### src/rtl/cnt_cmd_sched_if.sv
// Command/status bundle between the LED counter scheduler and its requesters.
// The SAT line exists only when CNT_SAT_EN is defined.
interface cnt_cmd_sched_if #(
    parameter int WIDTH = 10
);
    logic [5:0]       req;
    logic             run_en;
    logic [WIDTH-1:0] count;
    logic [5:0]       gnt;
    logic [5:0]       pend;
    logic [1:0]       state;
    logic             tick;
    logic [1:0]       act;
`ifdef CNT_SAT_EN
    logic             sat;

    modport master (output req, run_en, input count, gnt, pend, state, tick, act, sat);
    modport slave  (input req, run_en, output count, gnt, pend, state, tick, act, sat);
`else
    modport master (output req, run_en, input count, gnt, pend, state, tick, act);
    modport slave  (input req, run_en, output count, gnt, pend, state, tick, act);
`endif
endinterface

### src/rtl/cnt_cmd_sched.sv
// Single-clock command scheduler for the LED counter: pending latch, fixed-priority
// grant, tick divider and run/hold/step FSM. Define CNT_SAT_EN for saturating arithmetic.
//
// state  | meaning
// S_RUN  | free-run, advance slot on every TICK
// S_HOLD | counter frozen, waiting for RUN_EN or a STEP request
// S_STEP | perform exactly one advance slot, then back to S_HOLD
module cnt_cmd_sched #(
    parameter int               WIDTH = 10,
    parameter logic [WIDTH-1:0] PAT_A = 10'h2AA,
    parameter logic [WIDTH-1:0] PAT_B = 10'h155,
    parameter int               DIV_W = 23
) (
    input  logic           CLK,
    input  logic           RST_N,
    cnt_cmd_sched_if.slave bus
);
    localparam int B_CLR  = 0;
    localparam int B_LDA  = 1;
    localparam int B_LDB  = 2;
    localparam int B_SHL  = 3;
    localparam int B_DEC  = 4;
    localparam int B_STEP = 5;

    localparam logic [WIDTH-1:0] CNT_ONE = {{(WIDTH-1){1'b0}}, 1'b1};
    localparam logic [DIV_W-1:0] DIV_ONE = {{(DIV_W-1){1'b0}}, 1'b1};

    typedef enum logic [1:0] {
        S_RUN  = 2'd0,
        S_HOLD = 2'd1,
        S_STEP = 2'd2
    } state_t;

    typedef enum logic [2:0] {
        OP_NONE, OP_CLR, OP_LDA, OP_LDB, OP_SHL, OP_DEC, OP_INC
    } op_t;

    state_t           state_q, state_d;
    op_t              op;
    logic             slot;
    logic [5:0]       gnt_d, gnt_q, pend_q;
    logic [WIDTH-1:0] count_d, count_q;
    logic [DIV_W-1:0] div_q;
    logic             tick_q;
    logic [1:0]       act_q;
`ifdef CNT_SAT_EN
    logic             sat_d, sat_q;
`endif

    always_ff @(posedge CLK or negedge RST_N) begin
        if (!RST_N) begin
            div_q  <= '0;
            tick_q <= 1'b0;
            act_q  <= 2'd0;
        end else begin
            div_q  <= div_q + DIV_ONE;
            tick_q <= (div_q == '1);
            if (div_q == '1)
                act_q <= act_q + 2'd1;
        end
    end

    always_ff @(posedge CLK or negedge RST_N) begin
        if (!RST_N)
            state_q <= S_HOLD;
        else
            state_q <= state_d;
    end

    always_comb begin
        state_d = state_q;
        case (state_q)
            S_RUN:   if (!bus.run_en) state_d = S_HOLD;
            S_HOLD:  begin
                if (bus.run_en)
                    state_d = S_RUN;
                else if (gnt_d[B_STEP])
                    state_d = S_STEP;
            end
            S_STEP:  if (slot) state_d = S_HOLD;
            default: state_d = S_HOLD;
        endcase
    end

    // Loads pre-empt any advance slot; a slot lost to a load is not retried.
    always_comb begin
        gnt_d = '0;
        op    = OP_NONE;
        slot  = 1'b0;
        if (pend_q[B_CLR]) begin
            gnt_d[B_CLR] = 1'b1;
            op           = OP_CLR;
        end else if (pend_q[B_LDA]) begin
            gnt_d[B_LDA] = 1'b1;
            op           = OP_LDA;
        end else if (pend_q[B_LDB]) begin
            gnt_d[B_LDB] = 1'b1;
            op           = OP_LDB;
        end else begin
            slot = ((state_q == S_RUN) && tick_q) || (state_q == S_STEP);
            if (slot) begin
                if (pend_q[B_SHL]) begin
                    gnt_d[B_SHL] = 1'b1;
                    op           = OP_SHL;
                end else if (pend_q[B_DEC]) begin
                    gnt_d[B_DEC] = 1'b1;
                    op           = OP_DEC;
                end else begin
                    op = OP_INC;
                end
            end
            // STEP in RUN is simply consumed; in HOLD it launches the step state.
            if ((gnt_d == '0) && pend_q[B_STEP] &&
                ((state_q == S_RUN) || ((state_q == S_HOLD) && !bus.run_en)))
                gnt_d[B_STEP] = 1'b1;
        end
    end

    always_comb begin
        count_d = count_q;
`ifdef CNT_SAT_EN
        sat_d   = 1'b0;
`endif
        case (op)
            OP_CLR: count_d = '0;
            OP_LDA: count_d = PAT_A;
            OP_LDB: count_d = PAT_B;
`ifdef CNT_SAT_EN
            OP_SHL: begin
                if (count_q[WIDTH-1]) begin
                    count_d = '1;
                    sat_d   = 1'b1;
                end else begin
                    count_d = count_q << 1;
                end
            end
            OP_DEC: begin
                if (count_q == '0)
                    sat_d = 1'b1;
                else
                    count_d = count_q - CNT_ONE;
            end
            OP_INC: begin
                if (count_q == '1)
                    sat_d = 1'b1;
                else
                    count_d = count_q + CNT_ONE;
            end
`else
            OP_SHL: count_d = count_q << 1;
            OP_DEC: count_d = count_q - CNT_ONE;
            OP_INC: count_d = count_q + CNT_ONE;
`endif
            default: count_d = count_q;
        endcase
    end

    // A request arriving on the clearing cycle re-arms the pending bit.
    always_ff @(posedge CLK or negedge RST_N) begin
        if (!RST_N) begin
            pend_q  <= '0;
            gnt_q   <= '0;
            count_q <= '0;
        end else begin
            pend_q  <= (pend_q & ~gnt_d) | bus.req;
            gnt_q   <= gnt_d;
            count_q <= count_d;
        end
    end

`ifdef CNT_SAT_EN
    always_ff @(posedge CLK or negedge RST_N) begin
        if (!RST_N)
            sat_q <= 1'b0;
        else
            sat_q <= sat_d;
    end

    assign bus.sat = sat_q;
`endif

    assign bus.count = count_q;
    assign bus.gnt   = gnt_q;
    assign bus.pend  = pend_q;
    assign bus.state = state_q;
    assign bus.tick  = tick_q;
    assign bus.act   = act_q;
endmodule

### src/flat_wrapper.sv
// flat-port wrapper written by rule: the top's interface ports become plain ports
module cnt_cmd_sched_flat 
#(
    parameter int               WIDTH = 10,
    parameter logic [WIDTH-1:0] PAT_A = 10'h2AA,
    parameter logic [WIDTH-1:0] PAT_B = 10'h155,
    parameter int               DIV_W = 23
)
  (CLK, RST_N, bus_req, bus_run_en, bus_count, bus_gnt, bus_pend, bus_state, bus_tick, bus_act);
  cnt_cmd_sched_if #(.WIDTH(WIDTH)) bus_i ();
  input  logic CLK;
  input  logic RST_N;
  input wire logic [$bits(bus_i.req)-1:0] bus_req;
  input wire logic [$bits(bus_i.run_en)-1:0] bus_run_en;
  output wire logic [$bits(bus_i.count)-1:0] bus_count;
  output wire logic [$bits(bus_i.gnt)-1:0] bus_gnt;
  output wire logic [$bits(bus_i.pend)-1:0] bus_pend;
  output wire logic [$bits(bus_i.state)-1:0] bus_state;
  output wire logic [$bits(bus_i.tick)-1:0] bus_tick;
  output wire logic [$bits(bus_i.act)-1:0] bus_act;
  assign bus_i.req = bus_req;
  assign bus_i.run_en = bus_run_en;
  assign bus_count = bus_i.count;
  assign bus_gnt = bus_i.gnt;
  assign bus_pend = bus_i.pend;
  assign bus_state = bus_i.state;
  assign bus_tick = bus_i.tick;
  assign bus_act = bus_i.act;
  cnt_cmd_sched #(.WIDTH(WIDTH), .PAT_A(PAT_A), .PAT_B(PAT_B), .DIV_W(DIV_W)) u_core (.CLK(CLK), .RST_N(RST_N), .bus(bus_i));
endmodule
### config.mk
export PLATFORM = sky130hd
export DESIGN_NAME = cnt_cmd_sched_flat
export DESIGN_NICKNAME = d
export VERILOG_FILES = /design/src/rtl/cnt_cmd_sched_if.sv /design/src/rtl/cnt_cmd_sched.sv /design/src/flat_wrapper.sv
export SDC_FILE = /design/constraint.sdc
export NUM_CORES = 1
export LEC_CHECK = 0
export BUFFER_PORTS_ARGS = -buffer_cell sky130_fd_sc_hd__buf_2
export CAP_MARGIN = 20
export CORE_ASPECT_RATIO = 1.1
export CORE_MARGIN = 2
export CORE_UTILIZATION = 41
export CTS_BUF_LIST = sky130_fd_sc_hd__clkbuf_2
export DETAILED_ROUTE_END_ITERATION = 8
export PLACE_DENSITY = 0.61
export SLEW_MARGIN = 10
export SYNTH_ARGS = -nofsm -noshare
export SYNTH_HDL_FRONTEND = slang
export SYNTH_SLANG_ARGS = --single-unit
### constraint.sdc
create_clock -name CLK -period 3.4 [get_ports CLK]
set_input_delay 0.17 -clock CLK [delete_from_list [all_inputs] [get_ports CLK]]
set_output_delay 0.17 -clock CLK [all_outputs]
set_load 0.03 [all_outputs]
* Yosys cells after proc, flatten, opt, wreduce, memory -nomap -nowiden *
Index checks and enable logic that the tools add are counted.

storage, ports and cells
  register bits = 50

cells by class
  reduce and logical (&&, ||, !) cells = 11
  multiplexer cells = 29
  add/sub/neg operators = 4
  bitwise logic cells = 3
  equal/unequal tests = 12

operators by type and width
  kind                                                   count
  case mux 10 bit (6 select lines)                       1
  adder 23 x 1 -> 23 bit, second input constant          1
  == test 23 bit, second input constant                  1
  2-to-1 mux 2 bit                                       9
  2-to-1 mux 3 bit                                       6
  adder 10 x 1 -> 10 bit, second input constant          1
  2-to-1 mux 1 bit                                       10
  subtractor 10 x 1 -> 10 bit, second input constant     1
  == test 3 bit, second input constant                   3
  AND 6 bit                                              1
  == test 3 x 2 -> 1 bit, second input constant          2
  NOT 6 bit                                              1
  bitwise OR 6 bit                                       1
  case mux 2 bit (3 select lines)                        1
  nonzero test 6 bit                                     1
  2-to-1 mux 5 bit                                       1
  logical AND 1 bit                                      4
  zero test 2 bit                                        2
  2-to-1 mux 4 bit                                       1
  == test 3 x 1 -> 1 bit, second input constant          1
  inequality test 3 x 2 -> 1 bit, second input constant  1
  AND reduction 3 bit                                    1
  adder 2 x 1 -> 2 bit, second input constant            1
  == test 2 x 1 -> 1 bit, second input constant          1
  5 further kinds                                        6

* Longest topological paths before layout *
Gate-level depths: netlist of the first run.

  depth after elaboration = 17
  mapped depth = 9

* Least setup slack after synthesis of the first run *
OpenSTA, ideal clock, no wires.

  kind = flip-flop to flip-flop
  start point = register u_core.pend_q[2] (netlist: u_core.bus.pend[2])
  end point = register u_core.count_q[8] (netlist: u_core.bus.count[8])
  path slack = 575 ps
  arrival time = 2756 ps
  buffers on the path = 0
  cell stages (with the launch flop) = 10
  cells stage by stage = dfrtp_1 -> or3_4 -> nor3_2 -> nand2_1 -> fa_1 -> a211oi_1 -> o21bai_1 -> o22ai_1 -> mux2_2 -> nand3_1

between the ends
  cells in the longest elaborated chain, start to end = 5
  elaborated cells on any way between the ends = 11
  those cells by class = eq/ne (6); mux (4); reduce/logical (1)

ends and longest elaborated chain
  element                                                                        line                  source
  start: declaration                                                             cnt_cmd_sched.sv:41   logic [5:0] gnt_d, gnt_q, pend_q;
  start signal: assignment                                                       cnt_cmd_sched.sv:165  pend_q <= (pend_q & ~gnt_d) | bus.req;
  2-to-1 mux 3 bit *                                                             cnt_cmd_sched.sv:96   end else if (pend_q[B_LDB]) begin
  2-to-1 mux 3 bit *                                                             cnt_cmd_sched.sv:93   end else if (pend_q[B_LDA]) begin
  2-to-1 mux 3 bit *                                                             cnt_cmd_sched.sv:90   if (pend_q[B_CLR]) begin
  == test 3 bit, or another cell as far along                                    cnt_cmd_sched.sv:124  case (op)
  case mux 10 bit (6 select lines) / nonzero test 6 bit (equally long branches)  --
  end signal: assignment                                                         cnt_cmd_sched.sv:167  count_q <= count_d;
  end: declaration                                                               cnt_cmd_sched.sv:42   logic [WIDTH-1:0] count_d, count_q;

Every way passes the cells marked *; elsewhere a longest branch is shown, timed or not.
A chain may end at the register's enable or synchronous reset.

* Worst setup path after layout of the first run *
  start point = register u_core.pend_q[2] (netlist: u_core.bus.pend[2])
  end point = register u_core.count_q[9] (netlist: u_core.bus.count[9])

The elaborated chain is that of the path after synthesis.

==> summary.md, run 1 <==
| Metric | Value |
|---|---|
| Outcome | complete, no violations |
| Ys async rst share | 1.00 |
| Die area | 6770 um^2 |
| DR WL met2 | around 2400 um |
| Simple-gate portion of the synthesized area | 0.161 |
| Final instance area | 2920 um^2 |
| CTS H-tree lvls | 2 |
| Drt pass-1 iters | 4 |
| Reg clk slew, reported paths | between 0.2 and 0.3 ns |
| Part of the cycle the worst path needs | 0.881 |
| Crit Path Max Fanout | 9 |
| Area fraction in compound gates after synthesis | 0.154 |
| Met3 wire len | 244 um |
| Nets@finish | between 200 and 300 |
| Mapped Avg Cell Area | 10.9 um^2 |
| CTS buffer count | 5 |
| CP max stage cell | dfrtp_1 |
| XOR/XNOR share of the synthesized area | 0.0971 |
| Io pins | 36 |
| FF+latch count, synth | 50 |
| Routed len/inst | about 14 um |
| Initial antenna violation count | 0 |
| Worst Path Arrival | 3.37 ns |
| Gate Count Post-Synth | 230 |
| Share of the synthesized area in the top cell type | 0.488 |
| Post-Synth Adder-Cell Area | 0.0528 |
| Setup CP Type | flop to flop |
| Vias per inst | 5.34 |
| Reg2reg path depth | 9 |
| Global-route wire length before repair | about 8700 um |
| CTS max path bufs | 2 |
| Crit path launch type | flop |
| VDD IR max | ~0.00025 V |
| Share of cells above drive strength 1 | 0.213 |
| Drt first-iter violations | a little over 80 |
| Yosys cell types | 48 |
| Commonest cells post-synth | dfrtp_1, xnor2_1, nand2_1 |
| Filler cells | 565 |
| Worst-margin pin slew | around 0.65 ns |
| Critical-path cell list | or3_4, nor3_2, nand2_1, ha_1, a211oi_1, o211ai_1, a2111oi_0, a21oi_1, nor3_1 |
| EDFF count, synth | 0 |
| Initial core utilization | 0.430 |
| Unrepaired setup endpoints after global routing | no |
| Clock sink count | 50 |
| DPL Wire Length | roughly 3600 um |
| All-Layer GR Usage | 0.163 |
| Hold Violations, Final | 0 |
| Die width | a little under 80 um |
| Vias | between 1500 and 2000 |
| Final Max Tran Viols | 0 |
| Worst skew pair latency | 0.45 ns |
| Row count | 29 |
| Layout area overhead | 16.1% |
| Total negative slack | 0 ns |
| IO Port Bufs | 35 |
| Yosys warning count | 0 |
| Most common cell in the netlist | dfrtp_1 |
| Area occupied by multi-input gates | ~1200 um^2 |
| RePlAce Congestion | ~0.89 |
| Worst path max stage delay | between 0.5 and 0.6 ns |
| Final setup viols | 0 |
| Skew final | about 0.024 ns |
| Final hold slack | 0.139 ns |
| PostCTS Resize Cnt | 0 |
| Hold crit path type | input port to asynchronous set/reset pin |
| Largest family of logic cells by synthesized area | simple AND/OR/NAND/NOR gates |
| Register Area | 1250 um^2 |
| Core ar. | approximately 6000 um^2 |
| Congestion Overflow GR | 0 |
| Die height | approximately 86 um |
| DRC viols | 0 |
| Min Tclk post-route | roughly 3 ns |
| Mapped cell area | roughly 2500 um^2 |
| CTS Root Cell | clkbuf_2 |
| Detailed Route WL | roughly 5000 um |
| Synth area leaders | dfrtp_1, xnor2_1, ha_1, nand2_1, xor2_1 |
| Highest metal used | met4 |
| Vias in the first global route | 1827 |
| Critical Path End Type | flop |
| Sequential share of the synthesized area | 0.499 |
| CP required | between 3 and 4 ns |
| Normalized max-slew margin | 0.566 |
| Fmax | between 300 and 400 MHz |
| Max-cap violations | 0 |
| Wl on met1 | 2380 um |
| Syn_nets | 249 |
| Leading area contributor after synthesis | dfrtp_1 |
| Dpl cell area | roughly 2800 um^2 |
| Largest net degree at the start of global routing | 32 |
| Ys flop type | dfrtp_1 |
| Mux contribution to synthesized area | 0.0129 |
| Leak | approximately 0.0014 uW |
| DRT antenna net count | 0 |
| Number of antenna diodes | 0 |
| CTS tree | built |
| Pwr dens | approximately 400 nW/um^2 |
==> sequential cells by signal, indices dropped and copies added, names as in the netlist <==
| signal | flops |
|---|---|
| u_core.bus.count | 10 |
| u_core.div_q | 23 |
| u_core.bus.tick | 1 |
| u_core.bus.pend | 6 |
| u_core.bus.act | 2 |
| u_core.bus.state | 2 |
| u_core.bus.gnt | 6 |
==> metal layers <==
metal,vias up,GRT usage
li1,931,-
met1,907,0.226
met2,46,0.252
met3,7,0.0358
met4,0,0.0574
met5,-,0
==> metrics by stage <==
step / worst slack (ns) / total power, uW / utilization / std cells
finish: 0.404 / 1150 / 0.499 / 354
global route: 0.141 / 1210 / 0.499 / 354
CTS: 0.411 / 1160 / 0.499 / 354
detailed placement: 0.484 / 814 / 0.473 / 338
global placement: 0.524 / 814 / 0.473 / 338
floorplan: 0.575 / 758 / - / 230
==> layout make-up <==
class                           count  area share
Multi-Input combinational cell    167       0.411
Timing Repair Buffer               45      0.0926
Clock buffer                        5     0.00858
Sequential cell                    50       0.429
Clock inverter                      3      0.0163
Tap cell                           77      0.0330
Inverter                            7     0.00901
==> kinds of logic (layout without fill, tap and decap cells) <==
logic type	count (synthesis)	count (layout)
DFF	50	50
adders and majority gates	10	10
xor gates and xnor gates	27	27
and+or+nand+nor	72	72
AOI/OAI and AO/OA	55	55
muxes	3	3
buffers and inverters	13	60
==> report_power, final <==
group / internal (uW) / total, uW / switching, uW
clock network: 130 / 343 / 213
logic: 67.3 / 176 / 109
registers: 614 / 634 / 20.2
==> cell usage in the layout, fill, tap and decap left out, drive strengths merged, types with 3 or more instances in the layout <==
cell type	n
and4	4
o21ai	8
clkbuf	5
or3	4
o21bai	3
nor3	9
dfrtp	49
buf	37
dlygate4sd3	8
a21o	8
o211ai	7
a211oi	7
inv	9
and3	6
nand2	17
xor2	8
nor2	12
ha	9
nand3	11
a21oi	8
xnor2	19
nand4	5
==> worst max-delay path: cells and delay by family (launching register included) <==
| family | cells | cell delay (ns) |
|---|---|---|
| AND/OR/NAND/NOR | 4 | 1.01 |
| flip-flops | 1 | 0.52 |
| adder cells (fa/ha/maj) | 1 | 0.37 |
| AO/OA/AOI/OAI | 4 | 1.02 |
==> final timing paths <==
| kind | from | endpoint | slack, ns |
|---|---|---|---|
| worst max-delay path | u_core.bus.pend[2] | u_core.bus.count[9] | 0.40 |
| worst min-delay path | RST_N | u_core.bus.tick | 0.14 |
| worst max register to register | u_core.bus.pend[2] | u_core.bus.count[9] | 0.40 |
| worst min register to register | u_core.div_q[0] | u_core.div_q[0] | 0.47 |
| max in group asynchronous | RST_N | u_core.div_q[11] | 2.54 |
| min in group CLK | bus_req[0] | u_core.bus.pend[0] | 0.35 |
==> what timing repair did <==
action	CTS	global route
hold endpoints to repair	27	0
hold buffers	8	0
setup buffers	0	0
Note: power is estimated with default switching activity, not from simulation.
==> run 2: changes to the inputs <==
--- a/config.mk
+++ b/config.mk
@@ -7,12 +7,16 @@
 export LEC_CHECK = 0
 export BUFFER_PORTS_ARGS = -buffer_cell sky130_fd_sc_hd__buf_2
 export CAP_MARGIN = 20
+export CELL_PAD_IN_SITES_DETAIL_PLACEMENT = 0
+export CELL_PAD_IN_SITES_GLOBAL_PLACEMENT = 2
 export CORE_ASPECT_RATIO = 1.1
 export CORE_MARGIN = 2
-export CORE_UTILIZATION = 41
+export CORE_UTILIZATION = 38
 export CTS_BUF_LIST = sky130_fd_sc_hd__clkbuf_2
+export CTS_CLUSTER_SIZE = 30
 export DETAILED_ROUTE_END_ITERATION = 8
-export PLACE_DENSITY = 0.61
+export MAX_ROUTING_LAYER = met4
+export PLACE_DENSITY = 0.82
 export SLEW_MARGIN = 10
 export SYNTH_ARGS = -nofsm -noshare
 export SYNTH_HDL_FRONTEND = slang
==> run 2 against run 1 <==
Effect of this change: non-clock buffer count is the same; clock power fell by 27%; design area fell by 0.69%; register-to-register slack about the same; sequential share of layout area is 0.30 points higher; maximum frequency decreased by 0.24%; largest cell class unchanged; sequential power barely moved; routed wire length is 5.0% higher.
==> summary.md, run 2 (synthesis gave the netlist of run 1 again) <==
| Metric | Value |
|---|---|
| Outcome | complete, no violations |
| Crit Path Max Fanout | 9 (unchanged) |
| Drt pass-1 iters | 4 (unchanged) |
| Worst reg2reg path startpoint | u_core.bus.pend[0] |
| Final setup viols | 0 (unchanged) |
| RePlAce Congestion | 0.824 (-6.9%) |
| DRC viols | 0 (unchanged) |
| All-Layer GR Usage | 0.163 (+0.000356) |
| CTS H-tree lvls | 2 (unchanged) |
| Placed Cells | 343 (+1.5%) |
| Die width | 81.5 um (+3.7%) |
| Fin cells | 359 (+1.4%) |
| Total negative slack | 0 ns (unchanged) |
| Register Area | 1250 um^2 (unchanged) |
| CP max stage cell | dfrtp_1 |
| Critical Path End Type | flop |
| PostCTS Resize Cnt | 0 (unchanged) |
| Max-cap violations | 0 (unchanged) |
| Initial core utilization | 0.388 (-0.0422) |
| Worst skew pair latency | 0.43 ns (-0.02 ns) |
| Routed len/inst | 14.7 um (+3.6%) |
| Normalized max-slew margin | 0.514 (-0.0518) |
| Vias per inst | 5.19 (-2.8%) |
| VDD IR max | 0.000188 V (-24%) |
| CTS max path bufs | 2 (unchanged) |
| Io pins | 36 (unchanged) |
| Fmax | 333 MHz (-0.24%) |
| Core ar. | 6480 um^2 (+11%) |
| Number of antenna diodes | 0 (unchanged) |
| CTS Root Cell | clkbuf_2 |
| Skew final | 0.0386 ns (+0.0142 ns) |
| Detailed Route WL | 5290 um (+5.0%) |
| Part of the cycle the worst path needs | 0.883 (+0.00209) |
| Vias in the first global route | 1830 (+0.16%) |
| IO Port Bufs | 35 (unchanged) |
| Crit path launch type | flop |
| Hold crit path type | input port to asynchronous set/reset pin |
| Row count | 31 (+6.9%) |
| DPL Wire Length | 3810 um (+4.4%) |
| Global-route wire length before repair | 8760 um (+0.32%) |
| Min Tclk post-route | 3.00 ns (+0.00711 ns) |
| Nets@finish | 295 (unchanged) |
| Die height | 89.3 um (+3.7%) |
| Congestion Overflow GR | 0 (unchanged) |
| CP required | 3.80 ns (+0.03 ns) |
| Die area | 7280 um^2 (+7.5%) |
| Final Max Tran Viols | 0 (unchanged) |
| Share of cells above drive strength 1 | 0.213 (unchanged) |
| Reg clk slew, reported paths | 0.28 ns (about the same) |
| Largest Register | u_core.div_q |
| Slack of the worst reg-to-reg path | 0.40 ns (about the same) |
| CTS tree | built |
| Drt first-iter violations | 55 (-32%) |
| Filler cells | 629 (+11%) |
| Pwr dens | 366 nW/um^2 (-7.5%) |
| Leak | 0.00137 uW (-1.1%) |
| Initial antenna violation count | 0 (unchanged) |
| Most common cell after layout, fill and taps aside | dfrtp_1 |
| Area occupied by multi-input gates | 1200 um^2 (unchanged) |
| Critical-path cell list | or3_4, nor3_2, nand2_1, fa_1, a211oi_1, o21bai_1, o22ai_1, mux2_2, nand3_1 |
| DRT antenna net count | 0 (unchanged) |
| Worst Path Arrival | 3.41 ns (+0.04 ns) |
| Max reg flops | 23 (unchanged) |
| Largest net degree at the start of global routing | 33 (+3.1%) |
| Layout area overhead | 15.3% |
| Vias | 1864 (-1.4%) |
| Hold Violations, Final | 0 (unchanged) |
| FF-to-FF End | u_core.bus.count[8] |
| Worst path max stage delay | 0.53 ns (about the same) |
| Clock sink count | 50 (unchanged) |
| CTS buffer count | 5 (unchanged) |
| Commonest non-fill, non-tap cells in the layout | dfrtp_1, buf_2, xnor2_1 |
| Setup CP Type | flop to flop |
| Unrepaired setup endpoints after global routing | no |
| Reg2reg path depth | 9 (unchanged) |
| Worst-margin pin slew | 0.729 ns (+0.0790 ns) |
==> run 2: worst max path at each step <==
stage,from,endpoint,slack (ns),cells after the start
4_1_cts,u_core.bus.pend[0],u_core.bus.count[8],0.37,9
3_3_place_gp,u_core.bus.pend[0],u_core.bus.count[8],0.48,9
5_1_grt,u_core.bus.pend[0],u_core.bus.count[9],0.08,9
6_report,u_core.bus.pend[0],u_core.bus.count[8],0.40,9
3_5_place_dp,u_core.bus.pend[0],u_core.bus.count[8],0.43,9
2_1_floorplan,u_core.bus.pend[2],u_core.bus.count[8],0.57,9
==> run 2: cell type report <==
type,instances,area share
clock buffers,5,0.00864
clock inverters,3,0.00734
inverters,7,0.00907
multi-input cells,167,0.414
flip-flops and latches,50,0.432
well taps,82,0.0354
repair buffers,45,0.0933
==> run 2: timing repair <==
item                      CTS  global route
buffers inserted            0             0
hold endpoints to repair   39             0
hold buffers                8             0
==> run 2: metal layers <==
| metal | routed length, um | GRT usage |
|---|---|---|
| met1 | 2440 | 0.203 |
| met2 | 2610 | 0.265 |
| met3 | 183 | 0.0323 |
| met4 | 64 | 0.0539 |
| met5 | 0 | - |
==> run 2: worst max-delay path: cells and delay by family, from the launching register on <==
kind | cells | cell delay, ns
multiplexers | 1 | 0.35
flip-flops | 1 | 0.53
AND/OR/NAND/NOR | 4 | 0.97
adder cells (fa/ha/maj) | 1 | 0.51
AO/OA/AOI/OAI | 3 | 0.63
==> run 2: power breakdown <==
group	switching, uW	total, uW	internal [uW]	leakage (uW)
sequential	20.2	634	614	0.000640
clock	199	250	50.7	0.0000289
combinational	108	175	67.3	0.000699
total	328	1060	732	0.00137
==> run 2: metrics by stage <==
step                utilization  setup WS (ns)  area (um^2)  hold WS (ns)  total power (uW)
floorplan                     -          0.575         2510        -0.126               758
global placement          0.428          0.485         2770         0.266               816
detailed placement        0.428          0.433         2770         0.277               814
CTS                       0.447          0.367         2900         0.267              1080
global route              0.447         0.0825         2900         0.284              1130
finish                    0.447          0.397         2900         0.274              1060
